$ cat config.mk
export PLATFORM = sky130hd
export DESIGN_NAME = td4_exec_ctrl
export DESIGN_NICKNAME = d
export VERILOG_FILES = /design/src/rtl/td4_ctrl_pkg.sv /design/src/rtl/td4_tick_div.sv /design/src/rtl/td4_exec_ctrl.sv
export SDC_FILE = /design/constraint.sdc
export NUM_CORES = 1
export LEC_CHECK = 0
export BUFFER_PORTS_ARGS = -buffer_cell sky130_fd_sc_hd__buf_2
export CORE_MARGIN = 8
export CORE_UTILIZATION = 40
export CTS_CLUSTER_SIZE = 20
export DETAILED_ROUTE_END_ITERATION = 10
export PLACE_DENSITY_LB_ADDON = 0.08
export RECOVER_POWER = 25
export SYNTH_ARGS = -nofsm -noshare
export SYNTH_HDL_FRONTEND = slang
export SYNTH_HIERARCHICAL = 1
export SYNTH_SLANG_ARGS = --single-unit
$ cat constraint.sdc
create_clock -name clk -period 6.95 [get_ports clk]
set_input_delay 1.0425 -clock clk [delete_from_list [all_inputs] [get_ports clk]]
set_output_delay 1.0425 -clock clk [all_outputs]
set_load 0.1 [all_outputs]
$ cat src/rtl/td4_ctrl_pkg.sv
// Shared definitions for the TD4 execution controller: state encodings,
// speed-select encodings and the instruction counter width.
package td4_ctrl_pkg;

  typedef enum logic [1:0] {
    S_RESET = 2'd0,
    S_HALT  = 2'd1,
    S_RUN   = 2'd2,
    S_STEP  = 2'd3
  } ctrl_state_e;

  // speed_sel: full rate, DIV_FAST, and two codes that both mean DIV_SLOW
  localparam logic [1:0] SPD_FULL     = 2'd0;
  localparam logic [1:0] SPD_FAST     = 2'd1;
  localparam logic [1:0] SPD_SLOW     = 2'd2;
  localparam logic [1:0] SPD_SLOW_ALT = 2'd3;

  localparam int INSN_CNT_W = 16;

endpackage

$ cat src/rtl/td4_tick_div.sv
// Rate divider for the TD4 execution controller. Produces a combinational
// tick once every N cycles (N = 1, DIV_FAST or DIV_SLOW). The cycle in which
// clear is high counts as position 0, so the first tick after a clear lands
// N-1 cycles later. speed_sel is only sampled at position 0, so a rate change
// takes effect at the next wrap.
module td4_tick_div
  import td4_ctrl_pkg::*;
#(
  parameter int DIV_FAST = 4,
  parameter int DIV_SLOW = 16
) (
  input  logic       clk,
  input  logic       rst,
  input  logic       clear,
  input  logic [1:0] speed_sel,
  output logic       tick
);

  localparam int MAX_DIV = (DIV_FAST > DIV_SLOW) ? DIV_FAST : DIV_SLOW;
  localparam int CW      = $clog2(MAX_DIV + 1);

  logic [CW-1:0] cnt_q;
  logic [CW-1:0] n_q;
  logic [CW-1:0] pos;
  logic [CW-1:0] n;

  function automatic logic [CW-1:0] div_for(input logic [1:0] sel);
    case (sel)
      SPD_FULL: div_for = CW'(1);
      SPD_FAST: div_for = CW'(DIV_FAST);
      default:  div_for = CW'(DIV_SLOW);
    endcase
  endfunction

  // Current position in the period and the divisor in force for it
  always_comb begin
    pos  = clear ? '0 : cnt_q;
    n    = (pos == '0) ? div_for(speed_sel) : n_q;
    tick = (pos == n - CW'(1));
  end

  // Advance the position, wrapping after the tick; hold the sampled divisor
  always_ff @(posedge clk) begin
    if (!rst) begin
      cnt_q <= '0;
      n_q   <= CW'(1);
    end else begin
      cnt_q <= tick ? '0 : pos + CW'(1);
      n_q   <= n;
    end
  end

endmodule

$ cat src/rtl/td4_exec_ctrl.sv
// Execution controller for the 4-bit TD4 core: owns the core reset and a
// one-cycle clock enable, and implements run / halt / single-step / divided
// rate execution. Optional breakpoint support is compiled in with the macro
// TD4_BREAKPOINT_EN (adds bp_en, bp_addr and bp_hit).
module td4_exec_ctrl
  import td4_ctrl_pkg::*;
#(
  parameter int RST_CYCLES = 4,
  parameter int DIV_FAST   = 4,
  parameter int DIV_SLOW   = 16
) (
  input  logic                  clk,
  input  logic                  rst,
  input  logic                  cmd_run,
  input  logic                  cmd_halt,
  input  logic                  cmd_step,
  input  logic                  cmd_reset,
  input  logic [1:0]            speed_sel,
  input  logic [3:0]            pc,
`ifdef TD4_BREAKPOINT_EN
  input  logic                  bp_en,
  input  logic [3:0]            bp_addr,
  output logic                  bp_hit,
`endif
  output logic                  cpu_ce,
  output logic                  cpu_rst_n,
  output logic [1:0]            state,
  output logic [INSN_CNT_W-1:0] insn_cnt
);

  localparam int              RCW      = $clog2(RST_CYCLES) + 1;
  localparam logic [RCW-1:0]  RST_LAST = RCW'(RST_CYCLES - 1);

  ctrl_state_e    state_q;
  ctrl_state_e    state_d;
  logic [RCW-1:0] rcnt_q;
  logic [RCW-1:0] rcnt_d;
  logic           tick;
  logic           div_clear;
  logic           ce_d;
  logic           rst_n_d;
  logic           bp_trip;

  assign state = state_q;

  td4_tick_div #(
    .DIV_FAST (DIV_FAST),
    .DIV_SLOW (DIV_SLOW)
  ) u_div (
    .clk       (clk),
    .rst       (rst),
    .clear     (div_clear),
    .speed_sel (speed_sel),
    .tick      (tick)
  );

`ifdef TD4_BREAKPOINT_EN
  logic       first_q;
  logic [3:0] bp_pc;

  // cpu_ce is registered, so the pulse decided now executes next cycle. If
  // the core is being enabled this cycle its pc will already have advanced
  // by then; compare against that address (sequential flow assumed).
  assign bp_pc   = cpu_ce ? pc + 4'd1 : pc;
  assign bp_trip = (state_q == S_RUN) && !cmd_reset && !cmd_halt && tick &&
                   bp_en && (bp_pc == bp_addr) && !first_q;

  // Exempt the first pulse after entering run; sticky breakpoint flag
  always_ff @(posedge clk) begin
    if (!rst) begin
      first_q <= 1'b0;
      bp_hit  <= 1'b0;
    end else begin
      if (ce_d)           first_q <= 1'b0;
      else if (div_clear) first_q <= 1'b1;
      if (bp_trip)                               bp_hit <= 1'b1;
      else if (cmd_run || cmd_step || cmd_reset) bp_hit <= 1'b0;
    end
  end
`else
  logic pc_unused;
  assign pc_unused = ^pc;
  assign bp_trip   = 1'b0;
`endif

  // State register
  always_ff @(posedge clk) begin
    if (!rst) begin
      state_q <= S_RESET;
      rcnt_q  <= '0;
    end else begin
      state_q <= state_d;
      rcnt_q  <= rcnt_d;
    end
  end

  // Next-state logic; cmd_reset overrides everything, halt beats step beats run
  always_comb begin
    state_d = state_q;
    case (state_q)
      S_RESET: if (rcnt_q == RST_LAST) state_d = S_HALT;
      S_HALT: begin
        if (cmd_halt)      state_d = S_HALT;
        else if (cmd_step) state_d = S_STEP;
        else if (cmd_run)  state_d = S_RUN;
      end
      S_RUN: begin
        if (cmd_halt)     state_d = S_HALT;
        else if (bp_trip) state_d = S_HALT;
      end
      S_STEP:  state_d = S_HALT;
      default: state_d = S_RESET;
    endcase
    if (cmd_reset) state_d = S_RESET;
  end

  // Output decode for the next cycle, divider clear and reset counter
  always_comb begin
    div_clear = (state_q != S_RUN) && (state_d == S_RUN);
    ce_d      = (state_d == S_STEP) || ((state_d == S_RUN) && tick);
    rst_n_d   = (state_d != S_RESET);
    rcnt_d    = ((state_q == S_RESET) && !cmd_reset) ? rcnt_q + RCW'(1) : '0;
  end

  // Registered outputs; insn_cnt survives cmd_reset and wraps naturally
  always_ff @(posedge clk) begin
    if (!rst) begin
      cpu_ce    <= 1'b0;
      cpu_rst_n <= 1'b0;
      insn_cnt  <= '0;
    end else begin
      cpu_ce    <= ce_d;
      cpu_rst_n <= rst_n_d;
      if (cpu_ce) insn_cnt <= insn_cnt + INSN_CNT_W'(1);
    end
  end

endmodule

== After elaboration in Yosys (flattened, before gate mapping) ==
Cells that the tools add are included.

* $add $sub $neg: 4
* Eq/ne operators: 9
* Multiplexer cells: 10
* Bitwise gates (word level): 1
* Reduce and logical (&&, ||, !) cells: 11

{| class="wikitable"
|+ Operators by type and width
! kind !! count
|-
| adder 16 x 1 -> 16 bit (second input constant) || 1
|-
| 2-to-1 mux 2 bit || 6
|-
| 2-to-1 mux 5 bit || 2
|-
| one-hot mux 5 bit (2 select lines) || 1
|-
| equality test 2 bit (second input constant) || 4
|-
| one-hot mux 2 bit (4 select lines) || 1
|-
| adder 5 x 1 -> 5 bit (second input constant) || 1
|-
| equality test 5 bit || 1
|-
| logical NOT 5 bit || 1
|-
| subtractor 5 x 1 -> 5 bit (second input constant) || 1
|-
| equality test 2 x 1 -> 1 bit (second input constant) || 2
|-
| logical NOT 2 bit || 2
|-
| adder 3 x 1 -> 3 bit (second input constant) || 1
|-
| equality test 3 x 2 -> 1 bit (second input constant) || 1
|-
| logical AND 1 bit || 3
|-
| != test 2 bit (second input constant) || 1
|-
| AND reduction 2 bit || 1
|-
| nonzero test 2 bit || 1
|-
| OR reduction 2 bit || 1
|-
| logical NOT 1 bit || 1
|-
| logical OR 1 bit || 1
|-
| inverter 1 bit || 1
|}

* Register bits: 33
* Input port bits: 12
* Output and inout port bits: 20

== Logic depth before layout (Yosys ltp) ==
Gate-level depths: netlist (run 1).

* Word-level depth: 14
* Mapped depth: 18
* Gate-level depth less buffers: 17

== Hierarchy ==
The synthesis (run 1) kept the hierarchy.

{| class="wikitable"
|+ Modules (own cells, without submodules)
! module !! instances !! cells each !! area an instance (µm²) !! sequential area each (µm²)
|-
| td4_exec_ctrl || 1 || 112 || 1052.3 || 460.4
|-
| td4_tick_div || 1 || 78 || 709.4 || 200.2
|}

== Worst setup path before layout (run 1) ==
Ideal clock, no wire load.

* Kind: reg-to-reg
* Start: register state_q[0], in the netlist state[0]
* End: register cpu_ce
* Setup time: 0.087 ns
* Arrival time: 4.158 ns
* Required time: 6.863 ns
* Setup slack: 2.705 ns
* Stages on the path, launching flop included: 18
* Path buffers: 2
* Period minus slack after synthesis: 4.245 ns
* Path through: dfxtp_1 nor4b_1 nand2_1 nor2_1 buf_2 nand2b_1 ha_1 buf_4 nor4b_4 a21oi_4 o31a_1 ha_1 xnor2_1 nand4b_1 a211oi_4 and3_1 inv_1 a211oi_1

* Cells in the longest elaborated chain, start to end: 14

{| class="wikitable"
|+ Ends and longest elaborated chain
! item !! RTL line !! RTL
|-
| from (decl) || td4_exec_ctrl.sv:34 || <nowiki>ctrl_state_e state_q;</nowiki>
|-
| from (signal assigned) || td4_exec_ctrl.sv:92 || <nowiki>state_q <= state_d;</nowiki>
|-
| 2-to-1 mux 2 bit || td4_exec_ctrl.sv:105 || <nowiki>else if (cmd_run) state_d = S_RUN;</nowiki>
|-
| 2-to-1 mux 2 bit || td4_exec_ctrl.sv:104 || <nowiki>else if (cmd_step) state_d = S_STEP;</nowiki>
|-
| 2-to-1 mux 2 bit || td4_exec_ctrl.sv:103 || <nowiki>if (cmd_halt) state_d = S_HALT;</nowiki>
|-
| one-hot mux 2 bit (4 select lines) || td4_exec_ctrl.sv:100 || <nowiki>case (state_q)</nowiki>
|-
| 2-to-1 mux 2 bit || td4_exec_ctrl.sv:114 || <nowiki>if (cmd_reset) state_d = S_RESET;</nowiki>
|-
| equality test 2 bit || td4_exec_ctrl.sv:119 || <nowiki>div_clear = (state_q != S_RUN) && (state_d == S_RUN);</nowiki>
|-
| logical AND 1 bit (*) || td4_exec_ctrl.sv:119 ||
|-
| via div_clear || td4_exec_ctrl.sv:39 || <nowiki>logic div_clear;</nowiki>
|-
| 2-to-1 mux 5 bit (*) || td4_tick_div.sv:37 || <nowiki>pos = clear ? '0 : cnt_q;</nowiki>
|-
| logical NOT 5 bit || td4_tick_div.sv:38 || <nowiki>n = (pos == '0) ? div_for(speed_sel) : n_q;</nowiki>
|-
| 2-to-1 mux 5 bit || td4_tick_div.sv:38 ||
|-
| subtractor 5 x 1 -> 5 bit || td4_tick_div.sv:39 || <nowiki>tick = (pos == n - CW'(1));</nowiki>
|-
| equality test 5 bit (*) || td4_tick_div.sv:39 ||
|-
| via tick || td4_exec_ctrl.sv:38 || <nowiki>logic tick;</nowiki>
|-
| logical AND 1 bit (*) || td4_exec_ctrl.sv:120 || <nowiki>ce_d = (state_d == S_STEP) || ((state_d == S_RUN) && tick);</nowiki>
|-
| logical OR 1 bit (*) || td4_exec_ctrl.sv:120 ||
|-
| to (signal assigned) || td4_exec_ctrl.sv:128 || <nowiki>cpu_ce <= 1'b0;</nowiki>
|-
| to (signal assigned) || td4_exec_ctrl.sv:132 || <nowiki>cpu_ce <= ce_d;</nowiki>
|-
| to (decl) || td4_exec_ctrl.sv:25 || <nowiki>output logic cpu_ce,</nowiki>
|}

The timed path passes the listed nets; every way through them passes the cells marked *.
A chain may end at the register's enable or synchronous reset.

== Worst setup path in the final report (run 1) ==
* Start: input cmd_halt
* End: register cpu_ce

* Cells in the longest elaborated chain, start to end: 12

{| class="wikitable"
|+ Ends and longest elaborated chain
! item !! RTL line !! RTL
|-
| from (decl) || td4_exec_ctrl.sv:15 || <nowiki>input logic cmd_halt,</nowiki>
|-
| 2-to-1 mux 2 bit (on tied branches) || td4_exec_ctrl.sv:108, td4_exec_ctrl.sv:103 ||
|-
| one-hot mux 2 bit (4 select lines) (*) || td4_exec_ctrl.sv:100 ||
|-
| 2-to-1 mux 2 bit (*) || td4_exec_ctrl.sv:114 ||
|-
| equality test 2 bit (*) || td4_exec_ctrl.sv:119 ||
|-
| logical AND 1 bit (*) || td4_exec_ctrl.sv:119 ||
|-
| via div_clear || td4_exec_ctrl.sv:39 ||
|-
| 2-to-1 mux 5 bit (*) || td4_tick_div.sv:37 ||
|-
| logical NOT 5 bit || td4_tick_div.sv:38 ||
|-
| 2-to-1 mux 5 bit || td4_tick_div.sv:38 ||
|-
| subtractor 5 x 1 -> 5 bit || td4_tick_div.sv:39 ||
|-
| equality test 5 bit (*) || td4_tick_div.sv:39 ||
|-
| via tick || td4_exec_ctrl.sv:38 ||
|-
| logical AND 1 bit (*) || td4_exec_ctrl.sv:120 ||
|-
| logical OR 1 bit (*) || td4_exec_ctrl.sv:120 ||
|}

Marks and branches as above.

==> results of run 1 <==
-- worst min path at each step --
stage | endpoint | slack [ps] | depth (start not counted) | startpoint
after global placement | rcnt_q[0] | 420 | 1 | rcnt_q[0]
after floorplan | rcnt_q[0] | 410 | 1 | rcnt_q[0]
final | rcnt_q[0] | 450 | 1 | rcnt_q[0]
after global routing | insn_cnt[15] | 490 | 2 | insn_cnt[15]
after CTS | rcnt_q[0] | 450 | 1 | rcnt_q[0]
after detailed placement | rcnt_q[0] | 440 | 1 | rcnt_q[0]
-- worst max-delay path, delay by kind of cell --
family	cells	cell delay, ps
xor gates and xnor gates	1	150
adders and majority gates	2	670
buffers and inverters	3	340
and+or+nand+nor	7	1620
AOI/OAI and AO/OA	4	960
-- flip-flops by register name (all words and copies together) (netlist names) --
| name | count |
|---|---|
| cpu_rst_n | 1 |
| cpu_ce | 1 |
| insn_cnt | 16 |
| rcnt_q | 3 |
| u_div/cnt_q | 5 |
| state | 2 |
| u_div/n_q | 5 |
-- per-stage QoR --
stage	cell area, µm²	instances	utilization
global route	2019	271	0.4703
finish	2019	271	0.4703
detailed placement	1939	264	0.4516
global placement	1939	264	0.4516
CTS	2026	271	0.4717
floorplan	1762	190	-
-- logic make-up (layout without fill, tap and decap cells) --
logic type      count (synthesis)  after routing  share of synthesized area
simple gates                   76             76                     0.2585
compound gates                 33             33                     0.1371
flops                          33             33                     0.3750
buf+inv                        15             44                    0.03622
mux                            14             14                    0.08593
xor+xnor                       13             13                    0.06463
fa+ha+maj                       6              6                    0.04261
-- cells in the final DEF, fill, tap and decap left out, types with 2 or more instances in the layout --
| master | count |
|---|---|
| xnor2_1 | 7 |
| nand2b_1 | 9 |
| nand4_1 | 4 |
| or4_1 | 4 |
| clkbuf_8 | 6 |
| or3_1 | 4 |
| o21ai_0 | 5 |
| a21oi_1 | 7 |
| o21a_1 | 2 |
| dfxtp_1 | 33 |
| nor3_1 | 2 |
| o31ai_1 | 4 |
| nand2_1 | 15 |
| mux2i_1 | 10 |
| a311oi_1 | 2 |
| ha_1 | 6 |
| nand3_1 | 5 |
| nor2_1 | 14 |
| nor2b_1 | 3 |
| nor4b_1 | 2 |
| clkbuf_1 | 2 |
| o22ai_1 | 2 |
| a31oi_1 | 3 |
| buf_2 | 26 |
| and3_1 | 2 |
| nor4_1 | 7 |
| mux2_2 | 2 |
| xor2_1 | 6 |
| inv_1 | 9 |
-- metal layers --
metal / global-route usage / vias up
met5: 0 / -
met4: 0.04211 / 0
met3: 0.04113 / 4
met2: 0.1872 / 37
met1: 0.1423 / 686
li1: - / 741
-- power groups by stage --
stage | clock, mW | sequential (mW) | combinational [mW]
global placement | 0 | 0.216 | 0.197
detailed placement | 0 | 0.217 | 0.201
finish | 0.143 | 0.213 | 0.203
global route | 0.159 | 0.215 | 0.224
CTS | 0.150 | 0.213 | 0.203
floorplan | 0 | 0.214 | 0.171
-- final cells by class --
type	count	area (µm²)
inverter	9	33.78
sequential	33	660.6
multi-input combinational	142	1032
tap	52	65.06
clock buffer	7	86.33
fill	444	2275
timing repair buffer	28	141.4
==> results.ini, run 1 <==
[outcome]
status=finished, final reports clean

[global_route]
grtUsageTotal=0.1173
antenna_found_initial=0
grt_pass1_vias=1364
grt_pass1_wl_mm=6.272
overflow=0
grt_start_max_net_pins=17

[critical_path]
worstPathRequired_ps=7140
worstPathArrival_ps=4780
cpMostUsedCell=ha_1
critPathSlowestCell=nor4b_1
cpPeakStageDelay_ps=440
reg2reg_depth=16
r2r-end=cpu_ce
crit_chain=buf_2, nor4b_1, nand2_1, nor2_1, buf_4, nand2b_1, ha_1, nor4b_4, a21oi_4, o31a_1, ha_1, xnor2_1, nand4b_1, a211oi_4, and3_1, inv_1, a211oi_1
endpoint_kind=flip-flop
endpoint=cpu_ce
critPathKind=primary input to flip-flop
reg2reg_slack_ps=2800
path_max_fanout=11
crit_start=cmd_halt
rr_startpoint=state[0]
cp-start-kind=primary input

[timing]
drv_slew=0
setup_viol=0
worst_pin_slew_ps=715.0
rsz0062_at_grt=false
relSlewSlack=0.5233
final.setup.tns_ps=0
finalCritPeriodShare=0.6598
layout_min_cycle_time_ps=4586
finalHoldViolations=0
skew_ps=4.127
worst_slack_ps=2364
fmax_mhz=218.1
whs_ps=445.5

[detailed_routing]
drt_pass1_iterations=4
drc=0
routed.top_layer=met4
met3_length_um=224
ant_nets=0
drt_iter0_markers=101
dr_wl_met2_mm=1.817
drt-total-wl_mm=3.822
drt-met1-wl_mm=1.753
wl_per_cell_um=14.10
drt-vias-per-instance=5.417
vias=1468

[floorplan]
core_area_um2=4294
io_pins=32
die_h_um=82.37
die_area_um2=6784
die_w_um=82.37
num_rows=24
start_util=0.4103

[clock_network]
cts_tree=done
cts_root_buf=clkbuf_8
worstSkewPairLatency_ps=280
post_cts_buffers=0
ctsLongestPathBuffers=2
cts_hold_buf=0
cts_resized=0
h-tree-depth=2
cts.sinks=33
clkSlewWorstSetupHoldPaths_ps=60
numCtsBuffers=5

[layout]
areaGrowthSynthToFinish_pct=14.63
diodes=0
finalNetCount=237
post_route_cells_drive_above_1_share=0.2009

[power_and_ir_drop]
ir_drop_v=0.0001335
power_frac_seq=0.381
p_comb_frac=0.363
power.internal_uw=368.3
p_sw_uw=191.9
power.density_nw_per_um2=277.4
p_total_uw=560.2
leakage_nw=0.7906
p_sw_frac=0.3425
clkPwrFrac=0.256

[flow_run]
drv_cap=0

[yosys]
synth_most_common_cell=dfxtp_1
synth_edf_count=0
yosys.area.top_type=dfxtp_1
syn_area_per_cell_um2=9.272
synth_fp_nets=208
synth_commonest_cells=dfxtp_1 (33), nand2_1 (15), nor2_1 (14)
synthTopCellsByArea=dfxtp_1 (38%), mux2i_1 (5.7%), ha_1 (4.3%), xnor2_1 (3.5%), nand2_1 (3.2%)
synth-async-reset-ratio=0
synth_top_area_frac=0.3750
yosysWarnings=6
ys_ff_latch=33
synth_cells=190
synthFlopType=dfxtp_1
ys_types=45
seq_area_frac_synth=0.3750
netlist_area_um2=1762

[placement]
numPortBuffers=27
gp_congestion=0.7534
post-dp-hpwl_mm=2.873
place_worst_setup_slack_ps=2093

[worst_hold_path]
hold_class=flip-flop to flip-flop

Note: power is estimated with default switching activity, not from simulation.
==> run 2, diff against run 1 <==
clock period = 3.9 ns   (was 6.95 ns; I/O delays follow)
==> results.ini, run 2 (synthesis gave the netlist of run 1 again) <==
[floorplan]
core_area_um2=4294  ; unchanged
start_util=0.4103  ; unchanged
die_h_um=82.37  ; unchanged
die_area_um2=6784  ; unchanged
die_w_um=82.37  ; unchanged
io_pins=32  ; unchanged
num_rows=24  ; unchanged

[clock_network]
worstSkewPairLatency_ps=280  ; about the same
cts_root_buf=clkbuf_8
cts_hold_buf=0  ; unchanged
cts.sinks=33  ; unchanged
post_cts_buffers=0  ; unchanged
cts_resized=0  ; unchanged
cts_tree=done
h-tree-depth=2  ; unchanged
clkSlewWorstSetupHoldPaths_ps=60  ; about the same
ctsLongestPathBuffers=2  ; unchanged
numCtsBuffers=5  ; unchanged

[critical_path]
critPathKind=primary input to flip-flop
worstPathRequired_ps=4090  ; -3050 ps
cpPeakStageDelay_ps=390  ; -50 ps
critPathBufInv=3  ; unchanged
crit_chain=buf_2, nor4b_1, nand2_1, nor2_1, nor2b_1, inv_1, ha_1, nor4b_4, a21oi_4, o31a_1, ha_1, xnor2_1, nand4b_1, a211oi_4, and3_1, inv_1, a211oi_1
endpoint_kind=flip-flop
critPathSlowestCell=nor4b_1
worstPathArrival_ps=3690  ; -1090 ps
path_delay_family=simple AND/OR/NAND/NOR gates
cp-start-kind=primary input
path_max_fanout=4  ; -7

[detailed_routing]
drc=0  ; unchanged
drt_iter0_markers=63  ; -38%
drt-total-wl_mm=3.810  ; -0.31%
wl_per_cell_um=13.85  ; -1.8%
drt-vias-per-instance=5.378  ; -0.72%
drt_pass1_iterations=4  ; unchanged
ant_nets=0  ; unchanged
vias=1479  ; +0.75%

[timing]
whs_ps=432.7  ; -12.79 ps
rsz0062_at_grt=false
drv_slew=0  ; unchanged
skew_ps=7.783  ; +3.656 ps
fmax_mhz=285.8
finalCritPeriodShare=0.8971
worst_pin_slew_ps=713.1  ; -1.905 ps
finalHoldViolations=0  ; unchanged
layout_min_cycle_time_ps=3499
final.setup.tns_ps=0  ; unchanged
relSlewSlack=0.5246  ; +0.001270
setup_viol=0  ; unchanged

[global_route]
antenna_found_initial=0  ; unchanged
grt_pass1_vias=1368  ; +0.29%
grt_start_max_net_pins=17  ; unchanged
overflow=0  ; unchanged
grt_pass1_wl_mm=6.306  ; +0.54%
grtUsageTotal=0.1195  ; +0.002238

[layout]
final_util=0.4790  ; +0.008741
reg_top3=insn_cnt: 16 flops, u_div/cnt_q: 5 flops, u_div/n_q: 5 flops
layout_commonest_cell=dfxtp_1
areaGrowthSynthToFinish_pct=16.76
final_area_um2=2057  ; +1.9%
most-common-layout-cells=dfxtp_1 (31), buf_2 (26), nand2_1 (15), nor2_1 (14), mux2i_1 (10)
finalNetCount=241  ; +1.7%
post_route_cells_drive_above_1_share=0.2287  ; +0.02779
diodes=0  ; unchanged
largest_reg_flops=16  ; unchanged
regMostFlops=insn_cnt

[power_and_ir_drop]
p_sw_uw=355.4  ; +85%
p_total_mw=1.041  ; +86%
power_frac_seq=0.364  ; -0.017
p_sw_frac=0.3413  ; -0.001235
power.internal_uw=685.9  ; +86%
ir_drop_v=0.0002460  ; +84%
p_comb_frac=0.390  ; +0.027
clkPwrFrac=0.247  ; -0.009
power.density_nw_per_um2=506.2  ; +82%
leakage_nw=0.8109  ; +2.6%

[outcome]
status=finished, final reports clean

[placement]
numPortBuffers=27  ; unchanged
gp_congestion=0.8117  ; +7.7%
dpl_cell_area_um2=1972  ; +1.7%
post-dp-hpwl_mm=2.883  ; +0.38%

[worst_hold_path]
hold_class=flip-flop to flip-flop

[flow_run]
drv_cap=0  ; unchanged

## run 2: final cells by class
class / instances / area [µm²]
Clock buffer: 7 / 86.33
Fill cell: 434 / 2237
Inverter: 9 / 33.78
Multi-Input combinational cell: 142 / 1037
Sequential cell: 33 / 663.1
Tap cell: 52 / 65.06
Timing Repair Buffer: 32 / 171.4
## run 2: per-layer routing
| layer | share of wire | up-vias | track usage |
|---|---|---|---|
| met3 | 0.060 | 5 | 0.03788 |
| met4 | 0.014 | 0 | 0.04737 |
| met2 | 0.47 | 25 | 0.2036 |
| met1 | 0.46 | 696 | 0.1353 |
| met5 | 0 | - | 0 |
| li1 | - | 753 | - |
## run 2: path summary, 6_finish.rpt
check                               start         to  slack (ps)  cells after the start
worst min-delay path            rcnt_q[0]  rcnt_q[0]         430                      1
worst min register to register  rcnt_q[0]  rcnt_q[0]         430                      1
worst max register to register   state[1]     cpu_ce         440                     16
worst max-delay path             cmd_halt     cpu_ce         400                     17
## run 2: through the flow
step / setup slack [ps] / instances
after floorplan: 7.447 / 190
after global placement: 205.8 / 268
after detailed placement: 97.63 / 268
after CTS: 371.4 / 275
after global routing: 81.81 / 275
final: 401.4 / 275
## run 2: power groups by stage
| stage | combinational, mW | clock [mW] | sequential, mW |
|---|---|---|---|
| floorplan | 0.305 | 0 | 0.382 |
| global placement | 0.392 | 0 | 0.386 |
| detailed placement | 0.404 | 0 | 0.386 |
| CTS | 0.407 | 0.267 | 0.379 |
| global route | 0.447 | 0.279 | 0.381 |
| finish | 0.406 | 0.257 | 0.379 |
